`config.mk`:
```
export PLATFORM = sky130hd
export DESIGN_NAME = cpu_control
export DESIGN_NICKNAME = d
export VERILOG_FILES = /design/src/rtl/cpu_control.sv
export SDC_FILE = /design/constraint.sdc
export NUM_CORES = 1
export LEC_CHECK = 0
export CORE_MARGIN = 2
export CORE_UTILIZATION = 33
export DETAILED_ROUTE_END_ITERATION = 7
export PLACE_DENSITY = 0.77
export SYNTH_ARGS = -nofsm -noshare
export SYNTH_HDL_FRONTEND = slang
export SYNTH_SLANG_ARGS = --single-unit
```
`constraint.sdc`:
```
create_clock -name clk -period 1.72 [get_ports clk]
set_clock_uncertainty 0.2 [all_clocks]
set_input_delay 0.344 -clock clk [delete_from_list [all_inputs] [get_ports clk]]
set_output_delay 0.344 -clock clk [all_outputs]
set_load 0.005 [all_outputs]
```
`src/rtl/cpu_control.sv`:
```
// Multicycle control FSM for the RV32I datapath. It sequences fetch, decode, execute and memory
// phases, and drives the datapath load enables, mux selects, ALU/CMP ops and the memory handshake.
module cpu_control (
  input  logic       clk,
  input  logic       rst,
  input  logic [6:0] opcode,
  input  logic [2:0] funct3,
  input  logic [6:0] funct7,
  input  logic       br_en,
  input  logic [1:0] mem_addr_mask,
  input  logic       mem_resp,
  output logic       load_pc,
  output logic       load_ir,
  output logic       load_regfile,
  output logic       load_mar,
  output logic       load_mdr,
  output logic       load_data_out,
  output logic [1:0] pcmux_sel,
  output logic       alumux1_sel,
  output logic [2:0] alumux2_sel,
  output logic [3:0] regfilemux_sel,
  output logic       marmux_sel,
  output logic       cmpmux_sel,
  output logic [2:0] aluop,
  output logic [2:0] cmpop,
  output logic       mem_read,
  output logic       mem_write,
  output logic [3:0] mem_byte_enable
);

  localparam logic [6:0] OpLui   = 7'b0110111;
  localparam logic [6:0] OpAuipc = 7'b0010111;
  localparam logic [6:0] OpJal   = 7'b1101111;
  localparam logic [6:0] OpJalr  = 7'b1100111;
  localparam logic [6:0] OpBr    = 7'b1100011;
  localparam logic [6:0] OpLoad  = 7'b0000011;
  localparam logic [6:0] OpStore = 7'b0100011;
  localparam logic [6:0] OpImm   = 7'b0010011;
  localparam logic [6:0] OpReg   = 7'b0110011;

  localparam logic [1:0] PcPlus4  = 2'd0;
  localparam logic [1:0] PcAluOut = 2'd1;
  localparam logic [1:0] PcAluMod2 = 2'd2;

  localparam logic Alu1Rs1 = 1'b0;
  localparam logic Alu1Pc  = 1'b1;

  localparam logic [2:0] Alu2IImm = 3'd0;
  localparam logic [2:0] Alu2UImm = 3'd1;
  localparam logic [2:0] Alu2BImm = 3'd2;
  localparam logic [2:0] Alu2SImm = 3'd3;
  localparam logic [2:0] Alu2JImm = 3'd4;
  localparam logic [2:0] Alu2Rs2  = 3'd5;

  localparam logic [3:0] RfAluOut  = 4'd0;
  localparam logic [3:0] RfBrEn    = 4'd1;
  localparam logic [3:0] RfUImm    = 4'd2;
  localparam logic [3:0] RfLw      = 4'd3;
  localparam logic [3:0] RfPcPlus4 = 4'd4;
  localparam logic [3:0] RfLb      = 4'd5;
  localparam logic [3:0] RfLbu     = 4'd6;
  localparam logic [3:0] RfLh      = 4'd7;
  localparam logic [3:0] RfLhu     = 4'd8;

  localparam logic MarPc  = 1'b0;
  localparam logic MarAlu = 1'b1;
  localparam logic CmpRs2  = 1'b0;
  localparam logic CmpIImm = 1'b1;

  localparam logic [2:0] AluAdd = 3'b000;
  localparam logic [2:0] AluSra = 3'b010;
  localparam logic [2:0] AluSub = 3'b011;
  localparam logic [2:0] CmpBlt  = 3'b100;
  localparam logic [2:0] CmpBltu = 3'b110;

  typedef enum logic [4:0] {
    StFetch1, StFetch2, StFetch3, StDecode, StImm, StReg, StLui, StAuipc, StBr, StJal, StJalr,
    StNop, StCalcAddr, StLd1, StLd2, StSt1, StSt2
  } state_e;

  state_e state_q, state_d;

  // Only funct7[5] distinguishes sub/sra from add/srl.
  logic unused_funct7;
  assign unused_funct7 = ^{funct7[6], funct7[4:0]};

  // State register; reset parks the FSM in FETCH1.
  always_ff @(posedge clk or negedge rst) begin
    if (!rst) state_q <= StFetch1;
    else      state_q <= state_d;
  end

  // Next-state: memory states hold until mem_resp, execute states return to FETCH1.
  always_comb begin
    state_d = state_q;
    unique case (state_q)
      StFetch1: state_d = StFetch2;
      StFetch2: if (mem_resp) state_d = StFetch3;
      StFetch3: state_d = StDecode;
      StDecode: begin
        case (opcode)
          OpImm:            state_d = StImm;
          OpReg:            state_d = StReg;
          OpLui:            state_d = StLui;
          OpAuipc:          state_d = StAuipc;
          OpBr:             state_d = StBr;
          OpJal:            state_d = StJal;
          OpJalr:           state_d = StJalr;
          OpLoad, OpStore:  state_d = StCalcAddr;
          default:          state_d = StNop;
        endcase
      end
      StCalcAddr: state_d = (opcode == OpStore) ? StSt1 : StLd1;
      StLd1:      if (mem_resp) state_d = StLd2;
      StSt1:      if (mem_resp) state_d = StSt2;
      default:    state_d = StFetch1;
    endcase
  end

  // Datapath controls decoded from state and IR fields; reset squashes loads and requests.
  always_comb begin
    load_pc         = 1'b0;
    load_ir         = 1'b0;
    load_regfile    = 1'b0;
    load_mar        = 1'b0;
    load_mdr        = 1'b0;
    load_data_out   = 1'b0;
    mem_read        = 1'b0;
    mem_write       = 1'b0;
    mem_byte_enable = 4'b0000;
    pcmux_sel       = PcPlus4;
    alumux1_sel     = Alu1Rs1;
    alumux2_sel     = Alu2IImm;
    marmux_sel      = MarPc;
    cmpmux_sel      = CmpRs2;
    regfilemux_sel  = RfAluOut;
    aluop           = AluAdd;
    cmpop           = funct3;
    unique case (state_q)
      StFetch1: load_mar = 1'b1;
      StFetch2: begin
        mem_read = 1'b1;
        load_mdr = 1'b1;
      end
      StFetch3: load_ir = 1'b1;
      StImm, StReg: begin
        load_regfile = 1'b1;
        load_pc      = 1'b1;
        aluop        = funct3;
        if (state_q == StReg) alumux2_sel = Alu2Rs2;
        case (funct3)
          3'b010: begin
            cmpop          = CmpBlt;
            regfilemux_sel = RfBrEn;
            if (state_q == StImm) cmpmux_sel = CmpIImm;
          end
          3'b011: begin
            cmpop          = CmpBltu;
            regfilemux_sel = RfBrEn;
            if (state_q == StImm) cmpmux_sel = CmpIImm;
          end
          3'b101: if (funct7[5]) aluop = AluSra;
          3'b000: if (funct7[5] && state_q == StReg) aluop = AluSub;
          default: ;
        endcase
      end
      StLui: begin
        regfilemux_sel = RfUImm;
        load_regfile   = 1'b1;
        load_pc        = 1'b1;
      end
      StAuipc: begin
        alumux1_sel  = Alu1Pc;
        alumux2_sel  = Alu2UImm;
        load_regfile = 1'b1;
        load_pc      = 1'b1;
      end
      StBr: begin
        alumux1_sel = Alu1Pc;
        alumux2_sel = Alu2BImm;
        load_pc     = 1'b1;
        pcmux_sel   = br_en ? PcAluOut : PcPlus4;
      end
      StJal, StJalr: begin
        if (state_q == StJal) begin
          alumux1_sel = Alu1Pc;
          alumux2_sel = Alu2JImm;
        end
        pcmux_sel      = PcAluMod2;
        regfilemux_sel = RfPcPlus4;
        load_regfile   = 1'b1;
        load_pc        = 1'b1;
      end
      StNop: load_pc = 1'b1;
      StCalcAddr: begin
        marmux_sel = MarAlu;
        load_mar   = 1'b1;
        if (opcode == OpStore) begin
          alumux2_sel   = Alu2SImm;
          load_data_out = 1'b1;
        end
      end
      StLd1: begin
        mem_read = 1'b1;
        load_mdr = 1'b1;
      end
      StLd2: begin
        load_regfile = 1'b1;
        load_pc      = 1'b1;
        case (funct3)
          3'b000:  regfilemux_sel = RfLb;
          3'b001:  regfilemux_sel = RfLh;
          3'b100:  regfilemux_sel = RfLbu;
          3'b101:  regfilemux_sel = RfLhu;
          default: regfilemux_sel = RfLw;
        endcase
      end
      StSt1: begin
        mem_write = 1'b1;
        case (funct3)
          3'b000:  mem_byte_enable = 4'b0001 << mem_addr_mask;
          3'b001:  mem_byte_enable = 4'b0011 << {mem_addr_mask[1], 1'b0};
          default: mem_byte_enable = 4'b1111;
        endcase
      end
      StSt2: load_pc = 1'b1;
      default: ;
    endcase
    if (!rst) begin
      load_pc       = 1'b0;
      load_ir       = 1'b0;
      load_regfile  = 1'b0;
      load_mar      = 1'b0;
      load_mdr      = 1'b0;
      load_data_out = 1'b0;
      mem_read      = 1'b0;
      mem_write     = 1'b0;
    end
  end

endmodule

```
# After elaboration in Yosys (flattened, before gate mapping)
# Cells that the tools add are included.
# W data, S select, Z words.
# classes
add_sub_neg,0
n_mul,0
div_mod_pow,0
n_lt_le_gt_ge,0
eq_ne,33
n_shift,2
muxes,44
bitwise_logic,0
reduce_logical,13
# op_table
op,n
$eq A5 B4 Y1 const B,8
$pmux W5 S7,1
$pmux W4 S4,2
$pmux W4 S8,1
$mux W1,22
$eq A7 B6 Y1 const B,3
$eq A7 B7 Y1 const B,3
$eq A5 B3 Y1 const B,4
$mux W3,6
$mux W5,3
$pmux W3 S5,1
$eq A7 B5 Y1 const B,2
$reduce_or A2 Y1,7
$pmux W3 S2,2
$eq A5 B2 Y1 const B,2
$reduce_or A10 Y1,1
$pmux W4 S2,1
$eq A7 B2 Y1 const B,1
$reduce_or A7 Y1,1
$eq A3 B2 Y1 const B,2
$eq A3 B3 Y1 const B,2
$ne A2 B2 Y1 const B,3
$eq A5 B1 Y1 const B,1
$eq A5 B5 Y1 const B,1
11 further kinds,12
# word_totals
regBits,5
latch_bits,0
mem_bits_rw,0
rom_bits,0
out_inout_bits,30
word_cells,93
n_memories,0

# Depth between registers and ports, before layout
# depth
ltp_word,5
mapped_depth,7
mapped_depth_nobuf,5

# Worst setup path after synthesis
# Ideal clock, no wire load.
# synth_timing
kind,flip-flop to output port
startpoint,register state_q[3]
endpoint,output port cmpop[0]
arrival_time_ns,1.372
t_required_ns,1.176
slack_ns,-0.196
stages_incl_launch_ff,8
path_cell_list,dfrtp_1 > buf_6 > nand2b_4 > buf_6 > or3_4 > nor2_2 > nand2_1 > and2_1
# synth_via
elab_chain_cells,3
word_cells_on_any_way,4
# synth_rtl
element,line_no,rtl
from (decl),81,"state_e state_q, state_d;"
from (signal assigned),89,if (!rst) state_q <= StFetch1;
from (signal assigned),90,else state_q <= state_d;
$eq A5 B3 Y1,139,unique case (state_q)
$reduce_or A2 Y1 (*),139,
$mux W3 (*),139,
to (decl),25,"output logic [2:0] cmpop,"
# Every way passes the cells marked *; elsewhere a longest branch is shown, timed or not.

# Final worst setup path
# Ends and elaborated chain as after synthesis.

==> run summary <==
Across the VDD grid, the largest voltage drop is 0.706 mV. The cell total after placement is 237. In this run the critical register-to-register path is launched from state_q[3].

The largest registers in the layout are state_q (5). The worst slack on hold paths is 0.194 ns. The power per standard cell area is 909 mW/mm2. The estimated wirelength of the detail-placed design came out at 2.38 mm. Excluding fillers, the count of instances in the completed layout stands at 269. The post-detailed-routing wire length is 4.65 mm.

Together, buffers and inverters on the worst path number 1. The first global-routing pass estimated 6.44 mm of wire. The flow ran to the end, but the final reports show violations. The total congestion overflow came out at 0. The post-synthesis net count is 155.

The total number of yosys warnings came out at 0. The total number of clock tree sinks came out at 5. In this run the cell area of the synthesized design comes to 828 um2. The reported max-cap violation count came out at 0. The source-to-sink clock delay at the later pin of the worst-skew pair is 0.24 ns. Static timing analysis puts the maximum clock frequency at 451 MHz. The fraction of registers with async set/reset is 1.00.

The largest buffer count on any clock path is 2. The fraction of final layout cells sized beyond drive strength 1 came out at 0.665. The most used flip-flop cell after synthesis is dfrtp_1. The final clock period utilization by the worst path is 1.29. The number of logic stages on the critical path including buffering is 6. The area of the die came out at 0.00293 mm2.

Clock tree synthesis selected as its root buffer the cell clkbuf_4. In this run the number of H-tree levels came out at 1. For the pin with the worst max-slew slack, the measured transition is 0.345 ns. The number of global-route vias before repair is 1537. The time the worst path needs with I/O delays and setup came out at 2.22 ns. In the routed layout, each cell is associated on average with a via count of 5.58. The final reports fail on setup timing. The antenna diode instance count came out at 0. Synthesis instantiated 37 different standard cells from the library. In this design, the stage delay of the slowest critical-path cell is 0.44 ns.

In this run the horizontal extent of the chip is 54.1 um. The critical path data arrival time is 1.67 ns. For this configuration, the core starts out at a cell density of 0.341. For this run, the total global-route usage over all layers was measured as 0.302. The tightest min-delay check is of the in -> async type. The number of ports placed on the die boundary is 53. The number of enable flip-flop cells after synthesis is 0. The placeable core region is 0.00243 mm2. The total clock buffers created by CTS is 3. STA classifies the critical path endpoint as an output port. For this run, design rule violations remaining after detail routing come to 0. The critical path's top delay family is simple AND/OR/NAND/NOR gates.

The signal on the critical path passes through nand2b_4 > or3_4 > nor2_4 > nand2_2 > and2_1 > buf_2. The critical path is of the reg -> out type. The worst slew margin relative to its limit is 0.770.

In this run the worst path has a maximum fanout of 3. The final weighted congestion in routability-driven placement is 0.880. The final-report max-slew violation count came out at 0. The flip-flop and latch area is 130 um2. In this run the vertical extent of the chip is 54.1 um. In this run the critical register-to-register path is captured at state_q[1]. The number of rows created at floorplan came out at 18.

In this run the tool buffered the top-level ports with 46 buffer cells. The worst path setup slack after routing came out at -0.499 ns. The final layout contains 263 nets. Setup repair after global routing could not meet its margin everywhere. For this run, the detailed router's first-pass iteration total came to 4. The final antenna-violating net count is 0. The critical path ends at cmpop[0]. The routed length per placed instance is 17.3 um.

The clock-pin slew of the registers on the worst-case setup and hold paths is 0.05 ns. The worst setup slack after placement came out at -0.945 ns. Overall power consumption after layout is estimated at 1.84 mW. The worst register-to-register path has a depth of 9. Of the synthesized area, sequential elements account for 0.151. The final core utilization came out at 0.834.

The register with the most flip-flops in the layout has 5 of them. TritonCTS built the clock tree. The multi-input combinational cells in the finished layout cover a total of 915 um2. The average cell area after synthesis is 6.27 um2. Setup violations remaining at the end of the flow were counted as 33.

The routed layout has 1500 vias. The flop and latch count out of synthesis is 5. The minimum setup slack among reg-to-reg paths is -0.11 ns. The type of origin of the critical path is a flip-flop. The number of instances in the synthesized netlist is 132. The largest individual stage delay along the critical path comes from the cell dfrtp_1. The most critical setup path has its startpoint at state_q[3]. After filler insertion, the fill cell instance count of the layout stands at 152. The starting DRC count in detailed routing is 22. The largest net degree at the start of global routing came out at 10. The initial antenna violation count is 0.

The critical path data required time is 1.18 ns. The leakage dissipation is 1.01 nW. The register with the most flip-flops in the final layout is state_q. The signed area change from the synthesized netlist to the final layout is 145%. The number of hold violations in the final report is 0.
cell usage after synthesis (2+ instances only):
cell type,number,area [um2]
o21ai_0,9,45.0
clkbuf_1,3,11.3
nand2_1,18,67.6
inv_1,4,15.0
a211oi_1,3,22.5
buf_4,3,22.5
or2b_1,2,15.0
buf_6,3,33.8
nand3_1,6,30.0
a21oi_1,14,70.1
or2_2,3,18.8
dfrtp_1,5,125
nand2b_1,4,25.0
and3_1,2,12.5
nor2b_1,2,12.5
and2_1,2,12.5
nor2_1,21,78.8
a21o_1,3,22.5
o21bai_1,2,15.0
nor3_1,6,30.0
metal layers:
metal,track usage,vias up,part of all wire
met5,0,-,0
met4,0.204,0,0.052
met3,0.0250,26,0.061
met2,0.596,93,0.54
met1,0.290,706,0.34
li1,-,675,-
area by class of cell:
cell class	count	share of cell area
sequential	5	0.0642
multi-input combinational	113	0.451
tap	30	0.0185
clock buffer	4	0.0130
inverter	4	0.00740
timing repair buffer	113	0.446
report_power, final:
part / total (mW) / internal (mW) / switching, mW
Sequential: 0.215 / 0.159 / 0.0561
Clock: 0.136 / 0.0877 / 0.0481
Combinational: 1.49 / 0.785 / 0.708
cell families (layout without fill, tap and decap cells):
group / count (synthesis) / count (layout) / share of synthesized area
buffers and inverters: 14 / 121 / 0.106
AOI/OAI and AO/OA: 40 / 40 / 0.301
and+or+nand+nor: 72 / 72 / 0.431
DFF: 5 / 5 / 0.151
muxes: 1 / 1 / 0.0121
worst register-to-register path, cell delays in order, from the launching register on:
cell and delay (ns):
dfrtp_1 0.44, buf_6 0.16, buf_6 0.11, buf_6 0.09
nand2_2 0.06, a21boi_4 0.17, buf_4 0.12, buf_4 0.08
o211ai_1 0.12, a41oi_1 0.19
layout by cell type, fill, tap and decap left out, types with 3 or more instances in the layout:
cell type | netlist | layout
inv_1 | 4 | 4
o21ai_0 | 9 | 4
nor2_4 | 0 | 7
nand2_1 | 18 | 10
nand2b_4 | 1 | 3
nand2_4 | 0 | 3
a21oi_1 | 14 | 9
a21o_1 | 3 | 3
clkbuf_4 | 0 | 3
a21oi_2 | 0 | 4
o21ai_1 | 1 | 6
clkdlybuf4s50_1 | 0 | 7
dfrtp_2 | 0 | 4
dlygate4sd2_1 | 0 | 10
nand2_2 | 0 | 5
buf_6 | 3 | 19
buf_2 | 1 | 25
buf_4 | 3 | 48
nand3_4 | 0 | 3
nor2_1 | 21 | 9
nor2_2 | 1 | 6
through the flow:
| stage | instance area, um2 | setup TNS, ns |
|---|---|---|
| 2_1_floorplan | 833 | -0.898 |
| 3_3_place_gp | 1550 | -17.34 |
| 3_5_place_dp | 1550 | -18.03 |
| 4_1_cts | 1960 | -10.34 |
| 5_1_grt | 2030 | -12.23 |
| 6_report | 2030 | -10.94 |
what timing repair did:
item                                    in CTS  in global routing
gates resized for setup                    190                 31
hold buffers                                 0                  0
endpoints found under the setup margin      32                 33
endpoints found under the hold margin        0                  0
setup buffers                               27                  5
pin swaps                                   27                 20
worst min path at each step:
stage | startpoint | to | slack, ns | cells past startpoint
after global routing | rst | state_q[0] | 0.16 | 2
after CTS | rst | state_q[0] | 0.15 | 2
after floorplan | rst | state_q[0] | -0.15 | 0
after detailed placement | state_q[4] | state_q[0] | 0.53 | 2
final | rst | state_q[4] | 0.19 | 2
after global placement | state_q[4] | state_q[0] | 0.53 | 2
(Power assumes the default switching activity.)
==> patch 1, RTL diff (config.mk and constraints unchanged) <==
Make the reset (`rst`) synchronous in one clocked block.
--- a/src/rtl/cpu_control.sv
+++ b/src/rtl/cpu_control.sv
@@ -85,7 +85,7 @@
   assign unused_funct7 = ^{funct7[6], funct7[4:0]};
 
   // State register; reset parks the FSM in FETCH1.
-  always_ff @(posedge clk or negedge rst) begin
+  always_ff @(posedge clk) begin
     if (!rst) state_q <= StFetch1;
     else      state_q <= state_d;
   end
Check against the original RTL: differs if rst is asserted again (counterexample within 10 cycles, from zero or initial values and one cycle with rst low); with rst held inactive, the same outputs for 10 cycles.
==> patch 1 against the unedited design <==
  * The run still ends with negative setup slack left
  * Routed wire length up 47%
  * Synthesized area is 6.9% higher
  * Design area increased by 13%
  * Global-route usage rose by 3.0 points
  * Sequential cell count is the same
  * Final cell count rose by 7.1%
  * Worst setup slack got worse by 140 ps
  * Maximum frequency decreased by 5.9%
  * Critical endpoint is now aluop[1]
Power is not compared: it rests on default switching activity, and its combinational part moved more than twofold at a synthesized area within 25%.
==> patch 1: results (changes against the unedited design) <==
setup violators final - 33 (unchanged)
Via Count - 1,820 (+21%)
WL/cell - 23.7 um (+37%)
clock buffer depth - 2 (unchanged)
# diodes - 0 (unchanged)
Least-Margin Pin Slew - 391 ps (+46.4 ps)
share of layout cells above drive strength 1 - 68.2% (+1.7 points)
status - finished, violations left
Worst Reg-to-Reg Cells - 7 (-2)
syn nets - 162 (+4.5%)
Post-Synth Adder-Cell Area - 0% (unchanged)
Synth Area in Compound Gates - 31.9% (+1.9 points)
sequential element share of the synthesized area - 11.3% (-3.8 points)
ranking of synthesized cells by area - dfxtp_1 11%, a21oi_1 7.9%, nor2_1 6.8%, nand2b_1 4.9%, nand2_1 4.7%
largest net degree at the start of global routing - 13 (+3)
fill cell count - 99 (-35%)
Post-Place Setup Slack - -852 ps (+93.3 ps)
CTS Buf Count - 3 (unchanged)
Reg with most FFs - state_q
ys async rst share - 0% (-100 points)
final worst slack - -638 ps (-139 ps)
Cell variety after synth - 39 (+5.4%)
Comb power - 576 uW
FF-to-FF Start - state_q[2]
top flop regs - state_q x5
worst hold path class - input pin to register
Worst setup endpoint - aluop[1]
area share of the largest cell type after synthesis - 11.3% (-3.8 points)
nets@finish - 282 (+7.2%)
CP Launch Point - state_q[3]
worst r2r dst - state_q[3]
post-detail-place hpwl - 2770 um (+16%)
drt initial violations - 163 (+640%)
r2r setup slk - -180 ps (-70 ps)
Slowest-stage cell, CP - dfxtp_4
Total Routing Usage GR - 33.1% (+3.0 points)
first-pass GRT wire length - 8400 um (+30%)
Post-Synth XOR/XNOR Area - 1.98% (+2.0 points)
Post-synth top flop - dfxtp_1
GPL Wtd Cong - 0.893 (+1.5%)
Arr. time, crit path - 1810 ps (+140 ps)
Post-synth top cells - 16 x nor2_1, 14 x a21oi_1, 11 x nand2_1
failing checks - negative setup slack
crit path kind - register to primary output
delay-heaviest family, CP - buffers and inverters
vias in the first global route - 1,731 (+13%)
[patch 1: cells by family after synthesis]
family          after synthesis
simple gates                 71
flops                         5
xor+xnor                      2
buf+inv                      17
compound gates               44
[patch 1: area by class of cell]
type                            instances  area share (%)
Multi-Input combinational cell        117            46.1
Clock inverter                          1           0.218
Timing Repair Buffer                  122            44.3
Inverter                               10            1.74
Clock buffer                            3           0.979
Tap cell                               30            1.63
Sequential cell                         5            4.95
[patch 1: metrics by stage]
stage	instances	area (um^2)	utilization [%]	setup TNS [ps]
after CTS	286	2070	82.7	-8170
after detailed placement	257	1710	68.4	-18740
after global placement	257	1710	68.4	-18010
final	288	2300	92.0	-11360
after global routing	288	2300	92.0	-12980
after floorplan	139	886	-	0
[patch 1: worst min-delay path by stage]
| stage | from | to | slack (ps) | depth (start not counted) |
|---|---|---|---|---|
| after floorplan | mem_resp | state_q[4] | 260 | 2 |
| after global placement | state_q[1] | state_q[4] | 530 | 3 |
| after detailed placement | state_q[1] | state_q[1] | 570 | 3 |
| after CTS | state_q[2] | state_q[3] | 540 | 4 |
| after global routing | opcode[3] | state_q[1] | 600 | 5 |
| final | opcode[3] | state_q[1] | 610 | 5 |
[patch 1: layer usage]
| layer | track usage, % | vias to the layer above | share of wire (%) |
|---|---|---|---|
| met2 | 56.6 | 167 | 46 |
| li1 | - | 745 | - |
| met5 | 0 | - | 0 |
| met3 | 4.88 | 42 | 9.7 |
| met4 | 11.2 | 0 | 6.1 |
| met1 | 42.4 | 866 | 38 |
[patch 1: what timing repair did]
item / 4_1_cts / 5_1_grt
buffers inserted: 30 / 12
gates resized for setup: 208 / 50
pin swaps: 36 / 35
setup endpoints to repair: 33 / 34
==> patch 2, RTL diff (same settings) <==
Made on the original files. Register the input `opcode` before use, cleared by the reset. The logic sees it one clock later. The other inputs are not delayed to match.
--- a/src/rtl/cpu_control.sv
+++ b/src/rtl/cpu_control.sv
@@ -78,6 +78,16 @@
     StNop, StCalcAddr, StLd1, StLd2, StSt1, StSt2
   } state_e;
 
+  logic [6:0] opcode_q;
+
+  always_ff @(posedge clk or negedge rst) begin
+    if (!rst) begin
+      opcode_q <= '0;
+    end else begin
+      opcode_q <= opcode;
+    end
+  end
+
   state_e state_q, state_d;
 
   // Only funct7[5] distinguishes sub/sra from add/srl.
@@ -98,7 +108,7 @@
       StFetch2: if (mem_resp) state_d = StFetch3;
       StFetch3: state_d = StDecode;
       StDecode: begin
-        case (opcode)
+        case (opcode_q)
           OpImm:            state_d = StImm;
           OpReg:            state_d = StReg;
           OpLui:            state_d = StLui;
@@ -110,7 +120,7 @@
           default:          state_d = StNop;
         endcase
       end
-      StCalcAddr: state_d = (opcode == OpStore) ? StSt1 : StLd1;
+      StCalcAddr: state_d = (opcode_q == OpStore) ? StSt1 : StLd1;
       StLd1:      if (mem_resp) state_d = StLd2;
       StSt1:      if (mem_resp) state_d = StSt2;
       default:    state_d = StFetch1;
@@ -195,7 +205,7 @@
       StCalcAddr: begin
         marmux_sel = MarAlu;
         load_mar   = 1'b1;
-        if (opcode == OpStore) begin
+        if (opcode_q == OpStore) begin
           alumux2_sel   = Alu2SImm;
           load_data_out = 1'b1;
         end
Function: changed (a bounded check fails within 10 cycles, from zero or initial values and one cycle with rst low).
==> patch 2 against the unedited design <==
  * The flow still finishes with violations (negative setup slack)
  * Routed wire length rose by 48%
  * Worst setup slack got worse by 230 ps
  * Power rose by 65%
  * Largest cell class is now buffers
  * Synthesized area rose by 28%
  * Design area rose by 28%
  * Sequential cell count rose by 7
  * Utilization rose by 1.5 points
  * Sequential power rose by 97%
==> patch 2: results (changes against the unedited design) <==
Cells after Synth - 143 (+8.3%)
Via Count - 1,906 (+27%)
Placed Area - 1880 um^2 (+22%)
sequential element share of the synthesized area - 28.4% (+13 points)
top flop regs - opcode_q x7, state_q x5
Post-Place Cells - 270 (+14%)
largest net degree at the start of global routing - 13 (+3)
seq pwr - 424 uW (+97%)
share of layout cells above drive strength 1 - 72.0% (+5.4 points)
drt first pass iters - 5 (+1)
worst hold path class - input pin to register
Post-synth top cells - 19 x nor2_1, 15 x nand2_1, 12 x dfrtp_1
clock slew at reported path FFs - 80 ps (+30 ps)
Total Routing Usage GR - 27.8% (-2.3 points)
Hold Path End - opcode_q[1]
critical-path maximum fanout - 6 (+3)
CP peak stage delay - 470 ps (+30 ps)
switching power share of the total - 43.2% (-0.84 points)
drt initial violations - 254 (+1100%)
final worst slack - -728 ps (-230 ps)
Post-Place Setup Slack - -878 ps (+67.9 ps)
failing checks - negative setup slack
FF-to-FF Start - state_q[2]
setup violators final - 35 (+6.1%)
setup TNS - -14,340 ps (-3400 ps)
Slowest-stage cell, CP - dfrtp_2
Reg power frac - 13.9% (+2.2 points)
WL/cell - 21.9 um (+27%)
ranking of synthesized cells by area - dfrtp_1 28%, nor2_1 6.7%, nand2_1 5.3%, a21oi_1 5.2%, nor3_1 4.7%
Worst Reg-to-Reg Cells - 10 (+1)
Slew headroom - 68.9% (-8.1 points)
Arr. time, crit path - 1900 ps (+230 ps)
r2r setup slk - -290 ps (-180 ps)
first-pass GRT wire length - 7530 um (+17%)
clock latency on the worst-skew pair - 270 ps (+30 ps)
Combinational Power Share - 78.9% (-2.1 points)
vias in the first global route - 1,664 (+8.3%)
GPL Wtd Cong - 0.907 (+3.1%)
nets@finish - 295 (+12%)
status - finished, violations left
final hold slack - 303 ps (+109 ps)
fill cell count - 137 (-9.9%)
patch 2: routing by layer:
metal,GRT usage (%),vias to the layer above,wire length (um)
li1,-,756,-
met1,29.9,889,2390
met2,51.5,192,3280
met3,4.69,69,750
met4,14.9,0,465
met5,0,-,0
patch 2: final cells by class:
class,instances,area (um^2),area share [%]
clock buffer,4,36.3,1.40
multi-input combinational,113,1040,40.2
timing repair buffer,135,1130,43.5
inverter,7,26.3,1.01
sequential,12,305,11.8
tap,44,55.1,2.13
patch 2: logic make-up after synthesis:
logic type | count (synthesis) | share of synthesized area, %
multiplexers | 1 | 0.947
XOR/XNOR | 2 | 1.66
AND/OR/NAND/NOR | 71 | 34.4
flip-flops | 12 | 28.4
AO/OA/AOI/OAI | 39 | 25.6
buffers and inverters | 18 | 8.99
patch 2: how the worst max path moves through the flow:
stage / startpoint / to / slack, ps / cells after the start
finish: state_q[1] / alumux2_sel[1] / -730 / 6
global route: state_q[1] / regfilemux_sel[0] / -790 / 6
CTS: state_q[1] / load_data_out / -510 / 6
detailed placement: funct3[1] / regfilemux_sel[0] / -880 / 6
global placement: funct3[1] / regfilemux_sel[0] / -850 / 6
floorplan: state_q[3] / regfilemux_sel[0] / -80 / 6
patch 2: timing repair:
| item | in CTS | in global routing |
|---|---|---|
| resized for setup | 194 | 49 |
| pin swaps | 25 | 19 |
| cloned | 0 | 0 |
| buffers inserted | 28 | 18 |
| endpoints found under the setup margin | 31 | 35 |
| endpoints found under the hold margin | 0 | 0 |
patch 2: critical path: cells and delay by family, from the launching register on:
kind / cells / cell delay (ps)
simple gates: 3 / 660
flops: 1 / 470
buf+inv: 2 / 340
compound gates: 1 / 150
